===== config.mk =====
export PLATFORM = sky130hd
export DESIGN_NAME = fmul_pipe
export DESIGN_NICKNAME = d
export VERILOG_FILES = /design/src/rtl/fmul_pkg.sv /design/src/rtl/fmul_mant_mult.sv /design/src/rtl/fmul_pipe.sv
export SDC_FILE = /design/constraint.sdc
export NUM_CORES = 2
export LEC_CHECK = 0
export BUFFER_PORTS_ARGS = -buffer_cell sky130_fd_sc_hd__buf_2
export CAP_MARGIN = 10
export CORE_MARGIN = 3
export CORE_UTILIZATION = 30
export CTS_BUF_LIST = sky130_fd_sc_hd__clkbuf_4 sky130_fd_sc_hd__clkbuf_8
export CTS_CLUSTER_DIAMETER = 200
export DETAILED_ROUTE_END_ITERATION = 8
export PLACE_DENSITY = 0.45
export RECOVER_POWER = 100
export SLEW_MARGIN = 20
export SYNTH_ARGS = -nofsm -noshare
export SYNTH_HDL_FRONTEND = slang
export SYNTH_SLANG_ARGS = --single-unit
export TNS_END_PERCENT = 100

===== constraint.sdc =====
create_clock -name clk -period 7.4 [get_ports clk]
set_clock_uncertainty 0.05 [all_clocks]
set_input_delay 0 -clock clk [delete_from_list [all_inputs] [get_ports clk]]
set_output_delay 0 -clock clk [all_outputs]
set_load 0.01 [all_outputs]

===== src/rtl/fmul_pkg.sv =====
// Shared types and helpers for the pipelined floating-point multiplier.
package fmul_pkg;

  typedef enum logic [1:0] {
    CLS_ZERO,
    CLS_NORM,
    CLS_INF,
    CLS_NAN
  } fcls_e;

  typedef struct packed {
    logic invalid;
    logic overflow;
    logic underflow;
    logic inexact;
  } fflags_t;

  // Control payload that travels with the product from S2 into S3.
  typedef struct packed {
    logic  sign;
    logic  rnd;
    fcls_e cls_a;
    fcls_e cls_b;
  } s2_ctrl_t;

  function automatic int unsigned bias(input int unsigned ew);
    return (32'd1 << (ew - 32'd1)) - 32'd1;
  endfunction

  // Quiet NaN {exp, frac} image right-aligned in a 64-bit word; callers slice it.
  function automatic logic [63:0] qnan(input int unsigned ew, input int unsigned fw);
    logic [63:0] r;
    r = ((64'd1 << ew) - 64'd1) << fw;
    r = r | (64'd1 << (fw - 32'd1));
    return r;
  endfunction

  // Denormals are flushed: any zero exponent classifies as zero.
  function automatic fcls_e classify(input logic exp_zero, input logic exp_max,
                                     input logic frac_nz);
    if (exp_zero)     return CLS_ZERO;
    else if (!exp_max) return CLS_NORM;
    else if (frac_nz)  return CLS_NAN;
    else               return CLS_INF;
  endfunction

endpackage


===== src/rtl/fmul_mant_mult.sv =====
// Unsigned mantissa multiplier; kept separate so a tree multiplier can replace it.
module fmul_mant_mult #(
  parameter int unsigned W = 24
) (
  input  logic [W-1:0]   a_i,
  input  logic [W-1:0]   b_i,
  output logic [2*W-1:0] p_o
);

  assign p_o = a_i * b_i;

endmodule


===== src/rtl/fmul_pipe.sv =====
// Three-stage floating-point multiplier: S1 operands/classify, S2 product/exponent,
// S3 normalise/round/pack into the output registers. Whole pipe advances together.
module fmul_pipe
  import fmul_pkg::*;
#(
  parameter int unsigned EXP_W  = 8,
  parameter int unsigned FRAC_W = 23
) (
  input  logic              clk,
  input  logic              rst,
  input  logic              in_valid,
  output logic              in_ready,
  input  logic              rnd_mode,
  input  logic              a_sign,
  input  logic [EXP_W-1:0]  a_exp,
  input  logic [FRAC_W-1:0] a_frac,
  input  logic              b_sign,
  input  logic [EXP_W-1:0]  b_exp,
  input  logic [FRAC_W-1:0] b_frac,
  output logic              out_valid,
  input  logic              out_ready,
  output logic              sign,
  output logic [EXP_W-1:0]  exp,
  output logic [FRAC_W-1:0] frac,
  output logic              invalid,
  output logic              overflow,
  output logic              underflow,
  output logic              inexact
);

  localparam int unsigned MW = FRAC_W + 1;
  localparam int unsigned PW = 2 * MW;
  localparam int unsigned EW = EXP_W + 2;

  localparam logic [EXP_W-1:0] EMAX    = '1;
  localparam logic [EW-1:0]    EMAX_E  = {2'b00, EMAX};
  localparam int unsigned      BIAS    = bias(EXP_W);
  localparam logic [EW-1:0]    BIAS_E  = EW'(BIAS);
  localparam logic [63:0]      QNAN_W  = qnan(EXP_W, FRAC_W);
  localparam logic [EXP_W+FRAC_W-1:0] QNAN = QNAN_W[EXP_W+FRAC_W-1:0];

  logic adv;

  // S1 registers
  logic              v1_q;
  logic              rnd1_q;
  logic              a_sign_q, b_sign_q;
  logic [EXP_W-1:0]  a_exp_q, b_exp_q;
  logic [FRAC_W-1:0] a_frac_q, b_frac_q;

  // S2 registers
  logic              v2_q;
  logic [PW-1:0]     p_q;
  logic [EW-1:0]     e2_q;
  s2_ctrl_t          ctrl2_q;

  // S3 / output registers
  logic              v3_q;
  logic              sign_q, sign_d;
  logic [EXP_W-1:0]  exp_q, exp_d;
  logic [FRAC_W-1:0] frac_q, frac_d;
  fflags_t           flags_q, flags_d;

  // S1 combinational
  fcls_e             cls_a, cls_b;
  logic [PW-1:0]     prod;
  logic [EW-1:0]     e1;
  s2_ctrl_t          ctrl1;

  // S3 combinational
  logic              n;
  logic [PW-2:0]     sh;
  logic [FRAC_W-1:0] mant, mant_r;
  logic              g, s, up, carry;
  logic [EW-1:0]     e_r;
  logic              ovf, unf;

  assign adv      = ~v3_q | out_ready;
  assign in_ready = adv;

  always_ff @(posedge clk or posedge rst) begin
    if (rst) begin
      v1_q     <= 1'b0;
      rnd1_q   <= 1'b0;
      a_sign_q <= 1'b0;
      b_sign_q <= 1'b0;
      a_exp_q  <= '0;
      b_exp_q  <= '0;
      a_frac_q <= '0;
      b_frac_q <= '0;
    end else if (adv) begin
      v1_q     <= in_valid;
      rnd1_q   <= rnd_mode;
      a_sign_q <= a_sign;
      b_sign_q <= b_sign;
      a_exp_q  <= a_exp;
      b_exp_q  <= b_exp;
      a_frac_q <= a_frac;
      b_frac_q <= b_frac;
    end
  end

  assign cls_a = classify(a_exp_q == '0, a_exp_q == EMAX, |a_frac_q);
  assign cls_b = classify(b_exp_q == '0, b_exp_q == EMAX, |b_frac_q);

  fmul_mant_mult #(
    .W(MW)
  ) u_mult (
    .a_i({1'b1, a_frac_q}),
    .b_i({1'b1, b_frac_q}),
    .p_o(prod)
  );

  assign e1    = {2'b00, a_exp_q} + {2'b00, b_exp_q} - BIAS_E;
  assign ctrl1 = '{sign: a_sign_q ^ b_sign_q, rnd: rnd1_q, cls_a: cls_a, cls_b: cls_b};

  always_ff @(posedge clk or posedge rst) begin
    if (rst) begin
      v2_q    <= 1'b0;
      p_q     <= '0;
      e2_q    <= '0;
      ctrl2_q <= '{sign: 1'b0, rnd: 1'b0, cls_a: CLS_ZERO, cls_b: CLS_ZERO};
    end else if (adv) begin
      v2_q    <= v1_q;
      p_q     <= prod;
      e2_q    <= e1;
      ctrl2_q <= ctrl1;
    end
  end

  // Left-align the product so the leading 1 always sits just above sh[PW-2];
  // the shifted-in zero never contributes to sticky.
  assign n    = p_q[PW-1];
  assign sh   = n ? p_q[PW-2:0] : {p_q[PW-3:0], 1'b0};
  assign mant = sh[PW-2 -: FRAC_W];
  assign g    = sh[FRAC_W];
  assign s    = |sh[FRAC_W-1:0];
  assign up   = ~ctrl2_q.rnd & g & (s | mant[0]);

  assign {carry, mant_r} = {1'b0, mant} + {{FRAC_W{1'b0}}, up};
  assign e_r = e2_q + {{(EW-1){1'b0}}, n} + {{(EW-1){1'b0}}, carry};
  assign ovf = ~e_r[EW-1] & (e_r >= EMAX_E);
  assign unf = e_r[EW-1] | (e_r == '0);

  always_comb begin
    sign_d  = ctrl2_q.sign;
    exp_d   = e_r[EXP_W-1:0];
    frac_d  = mant_r;
    flags_d = '0;
    if (ctrl2_q.cls_a == CLS_NAN || ctrl2_q.cls_b == CLS_NAN ||
        (ctrl2_q.cls_a == CLS_INF && ctrl2_q.cls_b == CLS_ZERO) ||
        (ctrl2_q.cls_a == CLS_ZERO && ctrl2_q.cls_b == CLS_INF)) begin
      sign_d          = 1'b0;
      {exp_d, frac_d} = QNAN;
      flags_d.invalid = 1'b1;
    end else if (ctrl2_q.cls_a == CLS_INF || ctrl2_q.cls_b == CLS_INF) begin
      exp_d  = EMAX;
      frac_d = '0;
    end else if (ctrl2_q.cls_a == CLS_ZERO || ctrl2_q.cls_b == CLS_ZERO) begin
      exp_d  = '0;
      frac_d = '0;
    end else if (ovf) begin
      flags_d.overflow = 1'b1;
      flags_d.inexact  = 1'b1;
      if (ctrl2_q.rnd) begin
        exp_d  = {{(EXP_W-1){1'b1}}, 1'b0};
        frac_d = '1;
      end else begin
        exp_d  = EMAX;
        frac_d = '0;
      end
    end else if (unf) begin
      exp_d             = '0;
      frac_d            = '0;
      flags_d.underflow = 1'b1;
      flags_d.inexact   = 1'b1;
    end else begin
      flags_d.inexact = g | s;
    end
  end

  always_ff @(posedge clk or posedge rst) begin
    if (rst) begin
      v3_q    <= 1'b0;
      sign_q  <= 1'b0;
      exp_q   <= '0;
      frac_q  <= '0;
      flags_q <= '0;
    end else if (adv) begin
      v3_q    <= v2_q;
      sign_q  <= sign_d;
      exp_q   <= exp_d;
      frac_q  <= frac_d;
      flags_q <= flags_d;
    end
  end

  assign out_valid = v3_q;
  assign sign      = sign_q;
  assign exp       = exp_q;
  assign frac      = frac_q;
  assign invalid   = flags_q.invalid;
  assign overflow  = flags_q.overflow;
  assign underflow = flags_q.underflow;
  assign inexact   = flags_q.inexact;

endmodule


# Yosys cells after proc, flatten, opt, wreduce, memory -nomap -nowiden
# Index checks and enable logic that the tools add are counted.
# Widths: inputs -> output; s select.
# classes
muxes	29
bitwise	11
n_lt_le_gt_ge	1
n_addsub	5
reduce_logical	15
n_eq_ne	6
n_mul	1
# op_table
op	n
$mux 23	6
$reduce_or 23->1	3
$mul 24x24->48	1
$mux 47	1
$mux 8	5
$add 23x1->24	1
$add 10x1->10	2
$eq 8x8->1 const B	2
$logic_not 8->1	2
$ge 10x8->1 const B	1
$logic_not 10->1	1
$mux 1	10
$sub 9x7->10 const B	1
$add 8x8->9	1
$mux 3	3
$eq 2x2->1 const B	4
$mux 2	4
$logic_or 1x1->1	5
$logic_not 2->1	2
$or 1x1->1	4
$and 1x1->1	3
$not 1->1	3
$logic_and 1x1->1	2
$xor 1x1->1	1
# word_totals
out_inout_bits	38
ff_bits	168
in_bits	69

# Logic depth before layout (Yosys ltp)
# logic_depth
depth_word	13
ltp_mapped	26
depth_no_buf	24

# Cells and area by module
# From an unflattened synthesis, not the netlist that was laid out.
# hier_totals
cells_unflattened	3120
area_unflattened_um2	27453.8
# modules_own_cells
module	cells_each	area_each_um2	seq_area_each_um2	n_inst
fmul_mant_mult	2173	19053.3	0.0	1
fmul_pipe	947	8400.6	4204.0	1

# Least setup slack after synthesis
# OpenSTA, ideal clock, no wires.
# synth_timing
kind	reg2reg
startpoint	register a_frac_q[8]
endpoint	register p_q[43]
required_ns	7.263
setup_ns	0.087
arrival_time_ns	6.485
n_path_buf	3
stages_incl_launch_ff	26
setup_slack_ns	0.778
period_less_slack_ns	6.622
path_cell_list	dfrtp_1 -> clkbuf_1 -> clkbuf_1 -> nand2_1 -> fa_1 -> fa_1 -> inv_1 -> fa_1 -> inv_1 -> fa_1 -> inv_1 -> fa_1 -> fa_1 -> inv_1 -> fa_1 -> inv_1 -> ha_1 -> clkbuf_1 -> o21ai_0 -> a21oi_1 -> a221oi_1 -> and3_1 -> a2111o_1 -> a21boi_2 -> o211a_1 -> a211oi_2
# synth_via
elab_chain_cells	1
# synth_rtl
item	line_no	rtl
start, declared	fmul_pipe.sv:49	logic [FRAC_W-1:0] a_frac_q, b_frac_q;
start signal, assigned	fmul_pipe.sv:98	a_frac_q <= a_frac;
$mul 24x24->48	fmul_mant_mult.sv:10	assign p_o = a_i * b_i;
end signal, assigned	fmul_pipe.sv:125	p_q <= prod;
end, declared	fmul_pipe.sv:53	logic [PW-1:0] p_q;
# Every way passes these cells.
# A chain may end at the register's enable or synchronous reset.

# Worst setup path after layout
# layout_timing
startpoint	register b_frac_q[1]
endpoint	register p_q[35]
# layout_via
elab_chain_cells	1
# layout_rtl
item	line_no	rtl
start, declared	fmul_pipe.sv:49	
start signal, assigned	fmul_pipe.sv:99	b_frac_q <= b_frac;
$mul 24x24->48	fmul_mant_mult.sv:10	
# Every way passes these cells.

==> summary.txt <==
Status -> finished, violations left
Failing checks -> max-capacitance violations, max-slew violations
Gpl congestion -> 0.819
Hold Path End -> a_frac_q[20]
CP max stage cell -> dfrtp_1
Crit path launch type -> register
Via count -> 20,900
Count of cell types in the netlist -> 74
Clk sinks -> 168
Slew HR -> -257%
Ys flop type -> dfrtp_1
P&R area growth vs syn -> 12.8%
Setup Crit Path Kind -> reg2reg
Critical Path AT -> 7530 ps
First-pass GRT wire length -> 132 mm
Cell Rows -> 109
Htree depth -> 4
Gr usage total -> 18.5%
Max Fclk -> 141 MHz
RSZ-0062 raised after global routing -> no
Fin Setup TNS -> 0 ps
DP Cell Count -> 4,341
MaxCap Viol Count -> 2
Post-layout minimum cycle time -> 7090 ps
CTS tree -> built
Clock root buffer -> clkbuf_8
Nets -> 4,013
Initial Utilization -> 30.5%
Final Hold Viols -> 0
CP max stage delay -> 550 ps
Min-delay src -> a_frac[20]
Delay-heaviest family, CP -> adder cells
Antenna-violating nets left -> 0
CP Capture Type -> register
R2R depth -> 22
Vias in the first global route -> 22,400
Flops & latches, synth -> 168
Die Ht -> 307 um
Fin. max-slew vios -> 171
Largest area contributor in the netlist -> fa_1
DRT iter0 DRCs -> 1,204
Worst Max-Slew Pin Slew -> 5330 ps
Post-synth EDFFs -> 0
Pre-antenna DRT Iters -> 5
Layout cells sized above 1 -> 7.28%
Fin cells -> 4,449
Vias per inst -> 4.70
Total I/O pin count -> 107
Register-to-register path setup slack -> 310 ps
Reg-to-Reg End -> p_q[35]
Yosys warns -> 0
Reg2Reg Launch Point -> b_frac_q[1]
CORE AREA -> 89,100 um^2
Initial antenna violation count -> 3
Most frequent CP cell -> fa_1
Post-synthesis async set-or-reset flop share -> 100%
Final period util -> 95.8%
Clock Latency Late Sink -> 590 ps
Worst path bufs/invs -> 5
Area contributors post-synth -> fa_1 36%, dfrtp_1 15%, ha_1 8.8%, inv_1 8.4%, nand2_1 7.5%
Post-synthesis sequential area ratio -> 15.5%
Data required time of the worst path -> 7840 ps
Post-synth top cells -> 606 x inv_1, 546 x nand2_1, 484 x fa_1
Die width -> 307 um
Synth top area share -> 35.7%
Routed WL -> 84.2 mm
Largest net degree at the start of global routing -> 150
Cells after Synth -> 3,117
CP Max Fanout -> 16
Crit path cell chain -> clkbuf_1, and2_1, fa_1, inv_1, fa_1, inv_1, fa_1, ha_1, inv_1, fa_1, inv_1, fa_1, fa_1, ha_1, and4_1, and2_4, o211ai_2, a2111o_1, a211oi_1, o211ai_1, and3_1, nor3_1
GRT overflow -> 0
Number of remaining DRC errors -> 0
Count leader, synth -> inv_1
Port bufs -> 106
Syn_nets -> 3,861
Drt wl/cell -> 18.9 um
WHS Path Cells -> 4
Syn Area/Cell -> 8.71 um^2
Worst min-delay path category -> in2reg
Post-CTS setup buffers -> 0
TritonCTS Buffers -> 17
Die Footprint -> 94,200 um^2
Final setup viols -> 0
CTS clock-pin slew for the worst setup and hold paths -> 120 ps
Clock Tree Buf Depth -> 2
DPL Wire Length -> 67.7 mm
Mapped Area -> 27,200 um^2
## logic make-up (layout without fill, tap and decap cells)
family / Yosys count / in the layout / share of synthesized area (%)
adders and majority gates: 675 / 675 / 44.5
AOI/OAI and AO/OA: 360 / 360 / 8.36
and+or+nand+nor: 1070 / 1070 / 18.5
other: 0 / 3 / 0
buffers and inverters: 771 / 935 / 10.7
DFF: 168 / 168 / 15.5
xor gates and xnor gates: 54 / 54 / 1.74
muxes: 19 / 19 / 0.719
## state kept, by name (all words and copies together) (netlist names)
| register | cells |
|---|---|
| b_sign_q | 1 |
| overflow | 1 |
| frac | 23 |
| a_sign_q | 1 |
| out_valid | 1 |
| rnd1_q | 1 |
| p_q | 48 |
| v1_q | 1 |
| b_exp_q | 8 |
| invalid | 1 |
| a_frac_q | 23 |
| exp | 8 |
| v2_q | 1 |
| e2_q | 10 |
| underflow | 1 |
| a_exp_q | 8 |
| b_frac_q | 23 |
| ctrl2_q | 6 |
| inexact | 1 |
| sign | 1 |
## metal layers
metal  GRT usage (%)  up-vias  share of wire (%)
met5               0        -                  0
met4            4.05        0                1.6
met3            3.09       68                4.7
met2            30.9      390                 48
met1            25.3    10600                 45
li1                -     9797                  -
## tightest hold or removal path, cell delays in order
cell	delay, ps
dlygate4sd3_1	520
buf_2	100
nand2_1	40
nand2_1	50
## per-stage QoR
step / instance area (um^2) / setup WS, ps / util [%] / hold WS [ps]
2_1_floorplan: 27200 / 778 / - / 62.5
3_5_place_dp: 29500 / 234 / 33.1 / 154
5_1_grt: 30600 / 8.33 / 34.4 / 91.5
6_report: 30600 / 313 / 34.4 / 100
4_1_cts: 30700 / 185 / 34.5 / 28.1
3_3_place_gp: 29500 / 275 / 33.1 / 152
## what timing repair did
item / in CTS / in global routing
setup endpoints to repair: 0 / 10
hold buffers: 74 / 0
hold endpoints to repair: 191 / 0
resized for setup: 0 / 9
## how the worst max path moves through the flow
| stage | startpoint | end | slack (ps) | depth (start not counted) |
|---|---|---|---|---|
| floorplan | a_frac_q[8] | p_q[43] | 780 | 25 |
| global placement | b_frac_q[10] | p_q[44] | 280 | 22 |
| detailed placement | b_frac_q[10] | p_q[44] | 230 | 22 |
| CTS | b_frac_q[10] | p_q[43] | 180 | 23 |
| global route | a_frac_q[18] | p_q[43] | 8 | 22 |
| finish | b_frac_q[1] | p_q[35] | 310 | 22 |
## layout make-up
| class | instances | area (um^2) |
|---|---|---|
| antenna | 3 | 7.51 |
| tap | 1165 | 1460 |
| clock buffer | 20 | 275 |
| timing repair buffer | 294 | 2180 |
| clock inverter | 11 | 183 |
| sequential | 168 | 4220 |
| inverter | 610 | 2300 |
| multi-input combinational | 2178 | 20000 |
| fill | 9450 | 58400 |
## cell usage in the layout, fill, tap and decap left out, types with 6 or more instances in the layout
master,Yosys,routed
nand4_1,20,21
o21bai_1,9,9
and3_1,15,15
nor2b_1,13,13
nor4_1,23,23
dfrtp_2,0,9
fa_1,484,484
or3_1,7,7
a211oi_1,14,14
dfrtp_1,168,159
buf_12,0,10
o21ai_0,98,98
buf_4,1,96
a31oi_1,11,11
mux2i_1,15,15
o21a_1,10,10
and2_1,261,260
clkbuf_1,137,43
nor3_1,17,17
dlygate4sd3_1,0,74
xnor2_1,34,34
clkbuf_8,0,20
nor2_1,122,122
a21o_1,28,28
buf_2,9,68
a21oi_1,122,123
inv_1,606,604
a221o_1,6,6
nand3_1,22,22
xor2_1,20,20
ha_1,191,191
nand2_1,546,546
Power is not shown: default switching activity piles up to over one toggle a cycle in this logic, so the estimate is an artifact.
